### src/rtl/alu_seq_pkg.sv
// alu_seq_pkg: shared operand/opcode widths and stage encoding for the ALU entry sequencer
package alu_seq_pkg;
  localparam int DATA_W = 4;
  localparam int OP_W = 3;
  typedef enum logic [1:0] {S_A = 2'd0, S_B = 2'd1, S_OP = 2'd2, S_SHOW = 2'd3} stage_t;
endpackage

### src/rtl/btn_debounce.sv
// btn_debounce: counter debouncer turning a raw button into a one-cycle press pulse
// Ports: clk, rst_n (async active-low), btn (raw button), press (one cycle per accepted 0->1)
// Macro ALU_SEQ_BTN_SYNC_EN: when defined, btn passes through a two-flop synchronizer first
module btn_debounce #(
  parameter int DEBOUNCE_CYCLES = 20,
  parameter int CNT_W = 16
) (
  input  logic clk,
  input  logic rst_n,
  input  logic btn,
  output logic press
);
  localparam logic [CNT_W-1:0] LAST = CNT_W'(DEBOUNCE_CYCLES - 1);
  logic bs;
  logic lvl;
  logic hit;
  logic [CNT_W-1:0] cnt;
`ifdef ALU_SEQ_BTN_SYNC_EN
  logic [1:0] sync;
  always_ff @(posedge clk or negedge rst_n)
    if (!rst_n) sync <= '0;
    else sync <= {sync[0], btn};
  assign bs = sync[1];
`else
  assign bs = btn;
`endif
  // the change has now been seen on DEBOUNCE_CYCLES consecutive edges, so the counter never passes LAST
  assign hit = (bs != lvl) && (cnt == LAST);
  always_ff @(posedge clk or negedge rst_n)
    if (!rst_n) begin
      cnt <= '0;
      lvl <= 1'b0;
      press <= 1'b0;
    end else begin
      cnt <= (bs != lvl && !hit) ? cnt + 1'b1 : '0;
      lvl <= lvl ^ hit;
      press <= hit && bs;
    end
endmodule

### src/rtl/alu_input_seq.sv
// alu_input_seq: debounced A -> B -> op entry sequencer feeding the 4-bit ALU
// Ports: clk, rst_n (async active-low), sw[3:0] switches, btn raw button, clr sync clear;
//        a, b held operands, op held opcode, valid complete entry, stage current FSM state
// Macro ALU_SEQ_BTN_SYNC_EN: enables the button synchronizer inside btn_debounce (+2 cycles latency)
module alu_input_seq
  import alu_seq_pkg::*;
#(
  parameter int DEBOUNCE_CYCLES = 20,
  parameter int CNT_W = 16
) (
  input  logic              clk,
  input  logic              rst_n,
  input  logic [DATA_W-1:0] sw,
  input  logic              btn,
  input  logic              clr,
  output logic [DATA_W-1:0] a,
  output logic [DATA_W-1:0] b,
  output logic [OP_W-1:0]   op,
  output logic              valid,
  output logic [1:0]        stage
);
  stage_t state, state_n;
  logic press;
  logic [DATA_W-1:0] a_n, b_n;
  logic [OP_W-1:0] op_n;
  logic valid_n;
  btn_debounce #(.DEBOUNCE_CYCLES(DEBOUNCE_CYCLES), .CNT_W(CNT_W)) u_deb (
    .clk(clk),
    .rst_n(rst_n),
    .btn(btn),
    .press(press)
  );
  always_ff @(posedge clk or negedge rst_n)
    if (!rst_n) begin
      state <= S_A;
      a <= '0;
      b <= '0;
      op <= '0;
      valid <= 1'b0;
    end else begin
      state <= state_n;
      a <= a_n;
      b <= b_n;
      op <= op_n;
      valid <= valid_n;
    end
  // clr outranks press; it leaves the debouncer alone
  always_comb begin
    state_n = state;
    a_n = a;
    b_n = b;
    op_n = op;
    valid_n = valid;
    if (clr) begin
      state_n = S_A;
      a_n = '0;
      b_n = '0;
      op_n = '0;
      valid_n = 1'b0;
    end else if (press)
      case (state)
        S_A: begin
          a_n = sw;
          state_n = S_B;
        end
        S_B: begin
          b_n = sw;
          state_n = S_OP;
        end
        S_OP: begin
          op_n = sw[OP_W-1:0];
          valid_n = 1'b1;
          state_n = S_SHOW;
        end
        S_SHOW: begin
          valid_n = 1'b0;
          state_n = S_A;
        end
      endcase
  end
  assign stage = state;
endmodule

### config.mk
export PLATFORM = sky130hd
export DESIGN_NAME = alu_input_seq
export DESIGN_NICKNAME = d
export VERILOG_FILES = /design/src/rtl/alu_seq_pkg.sv /design/src/rtl/btn_debounce.sv /design/src/rtl/alu_input_seq.sv
export SDC_FILE = /design/constraint.sdc
export NUM_CORES = 1
export LEC_CHECK = 0
export CAP_MARGIN = 15
export CORE_MARGIN = 2
export CORE_UTILIZATION = 35
export DETAILED_ROUTE_END_ITERATION = 7
export HOLD_SLACK_MARGIN = 0.02
export PLACE_DENSITY = 0.6
export SLEW_MARGIN = 20
export SYNTH_ARGS = -nofsm -noshare
export SYNTH_HDL_FRONTEND = slang
export SYNTH_SLANG_ARGS = --single-unit
### constraint.sdc
create_clock -name clk -period 4.2 [get_ports clk]
set_clock_uncertainty 0.15 [all_clocks]
set_input_delay 0.63 -clock clk [delete_from_list [all_inputs] [get_ports clk]]
set_output_delay 0.63 -clock clk [all_outputs]
set_load 0.005 [all_outputs]
==> results.yml <==
outcome:
  status: "complete, no violations"
cells_and_area:
  layout.nets: 191
  drive_gt1_share_pct: 5.62
  area_delta_synth_final_pct: 23.9
  fillers: 373
  final_cell_mix: "dfrtp_1, clkdlybuf4s50_1, nand2_1, nor2_1, nand3_1"
  antenna_cells: 0
  final_common_cell: "dfrtp_1"
place:
  dp_slack_ns: 2.06
  numPortBuffers: 21
  dp_hpwl_um: 2090
  place.gp.congestion: 0.800
cts:
  cts.sinks: 32
  clkSlewWorstSetupHoldPaths_ns: 0.06
  hold_buffers: 0
  cts_root_buffer: "clkbuf_8"
  numCtsBuffers: 5
  htreeDepth: 2
  cts_tree: "done"
  post_cts_buffers: 0
  ctsResizeCount: 0
  clock_latency_ns: 0.29
  clock_path_buffers: 2
grt:
  grt_pass1_vias: 1089
  grt_max_degree: 33
  grt.total_usage_pct: 12.8
  grt_pass1_wl_um: 4820
  grt_overflow: 0
  antenna_found_initial: 0
floorplanning:
  die_area_sq_mm: 0.00480
  design.portCount: 22
  fp-row-count: 23
  dieHeight_um: 69.3
  coreArea_sq_mm: 0.00406
  start_util_pct: 36.8
  dieWidth_um: 69.3
power_and_ir_drop:
  p_switching_uw: 132
  p_comb_share_pct: 5.1
  powerDensity_mw_per_mm2: 327
  p_sw_share_pct: 21.9
  p_int_uw: 471
  seqPwrFrac_pct: 53.1
  p_leak_uw: 0.000714
  ir_drop_uv: 246
  clkPwrFrac_pct: 41.9
  p_total_uw: 603
synthesis:
  synth_top_area_share_pct: 53.7
  synth_top_cell_by_area: "dfrtp_1"
  syn_inst: 154
  syn_avg_cell_area_sq_um: 9.68
  yosysSeqAreaShare_pct: 53.7
  synth_seq_cells: 32
  synth_area_sq_mm: 0.00149
  yosys_warnings: 0
  synth.distinct_cells: 24
  synth_fp_nets: 167
  synth_area_leaders: "dfrtp_1, xnor2_1, nand3_1"
timing:
  finalHoldViolCount: 0
  clock.fmax_mhz: 493
  final.setup.tns_ns: 0
  tightest_slew_ns: 0.582
  timing.final.crit_share_pct: 48.3
  final_max_slew_viol_count: 0
  setup_viol: 0
  relSlewSlack_pct: 61.2
  rsz0062_at_grt: "false"
  finalCriticalPeriod_ns: 2.03
  worst_slack_ns: 2.17
critical_path:
  cp_max_fo: 5
  worstPathCellList: "clkdlybuf4s50_1"
  crit_arrival_ns: 1.25
  crit_family: "buffers and inverters"
  crit_slowest_cell: "clkdlybuf4s50_1"
  required_ns: 3.42
  crit_path_max_incr_delay_ns: 0.53
  end_kind: "output port"
  setup.worst_path.class: "reg -> out"
  worst-path-buf-inv: 1
  startpoint_type: "flop"
detailed_routing:
  routedWlPerCell_um: 12.4
  drt-pass1-iter-count: 4
  drtAntennaViolNets: 0
  dr_wl_met3_um: 147
  drt-total-wl_um: 2840
  drc: 0
  viasPerCell: 5.08
  drtIter0Drc: 42
  met1_length_um: 1330
  met2_length_um: 1280
  vias: 1159
  top_layer: "met4"
run:
  cap_violations: 0
hold_path:
  holdCritPathClass: "reg -> reg"
[layer usage]
layer	vias to the layer above	global-route usage, %
li1	571	-
met2	25	19.4
met1	555	15.7
met4	0	7.84
met3	8	4.07
met5	-	0
[worst paths after layout]
path / start / to / slack [ns] / cells after the start
worst max-delay path: stage[0]$_DFFE_PN0P_ / stage[0] / 2.17 / 1
worst min-delay path: flop / u_deb.press$_DFF_PN0_ / 0.33 / 1
worst max register to register: u_deb.cnt[0]$_DFF_PN0_ / u_deb.cnt[11]$_DFF_PN0_ / 2.28 / 5
worst min register to register: flop / u_deb.press$_DFF_PN0_ / 0.33 / 1
max in group asynchronous: rst_n / b[2]$_DFFE_PN0P_ / 3.03 / 2
min in group asynchronous: rst_n / b[3]$_DFFE_PN0P_ / 0.59 / 2
[synthesized netlist by cell type]
cell,count
clkbuf_1,4
or4_1,1
a211oi_1,1
mux2i_1,1
xnor2_1,12
nand3_1,16
dfrtp_1,32
nor2_1,19
clkbuf_2,1
inv_1,5
nor3_1,6
mux2_2,1
xor2_1,3
and3_1,1
a21oi_1,13
nor4_1,4
nand2_1,19
nor4bb_1,1
nand4_1,5
nor3b_1,1
nand3_2,1
or3_1,1
ha_1,5
o31ai_1,1
[metrics by stage]
step	cell area [sq um]	instances	utilization, %	hold WS (ns)
2_1_floorplan	1490	154	-	0.184
3_3_place_gp	1750	221	43.2	0.318
3_5_place_dp	1750	221	43.2	0.331
4_1_cts	1850	228	45.5	0.338
5_1_grt	1850	228	45.5	0.352
6_report	1850	228	45.5	0.333
[power by group through the flow]
stage,Sequential (uW),Combinational (uW),Clock (uW)
2_1_floorplan,323,16.1,0
5_1_grt,321,34.8,271
3_3_place_gp,326,30.7,0
6_report,320,30.6,253
3_5_place_dp,326,31.3,0
4_1_cts,320,31.4,258
[layout make-up]
cell class                      count  area, sq um  share of cell area, %
Tap cell                           50         62.6                   3.39
Multi-Input combinational cell    112          652                   35.3
Timing Repair Buffer               22          218                   11.8
Clock buffer                        7         96.3                   5.21
Inverter                            5         18.8                   1.02
Sequential cell                    32          801                   43.3
[kinds of logic (layout without fill, tap and decap cells)]
logic type | count (synthesis) | in the layout | synth area share, %
AND/OR/NAND/NOR | 75 | 75 | 23.9
multiplexers | 2 | 2 | 1.43
flip-flops | 32 | 32 | 53.7
AO/OA/AOI/OAI | 15 | 15 | 5.37
adder cells (fa/ha/maj) | 5 | 5 | 4.19
XOR/XNOR | 15 | 15 | 8.81
buffers and inverters | 10 | 34 | 2.60
[registers in the layout (all words and copies together) (netlist names), named ones only]
| register | cells |
|---|---|
| u_deb.cnt | 16 |
| a | 4 |
| b | 4 |
| op | 3 |
| stage | 2 |
| u_deb.press | 1 |
| valid | 1 |
Power figures use the tool's default switching activity.
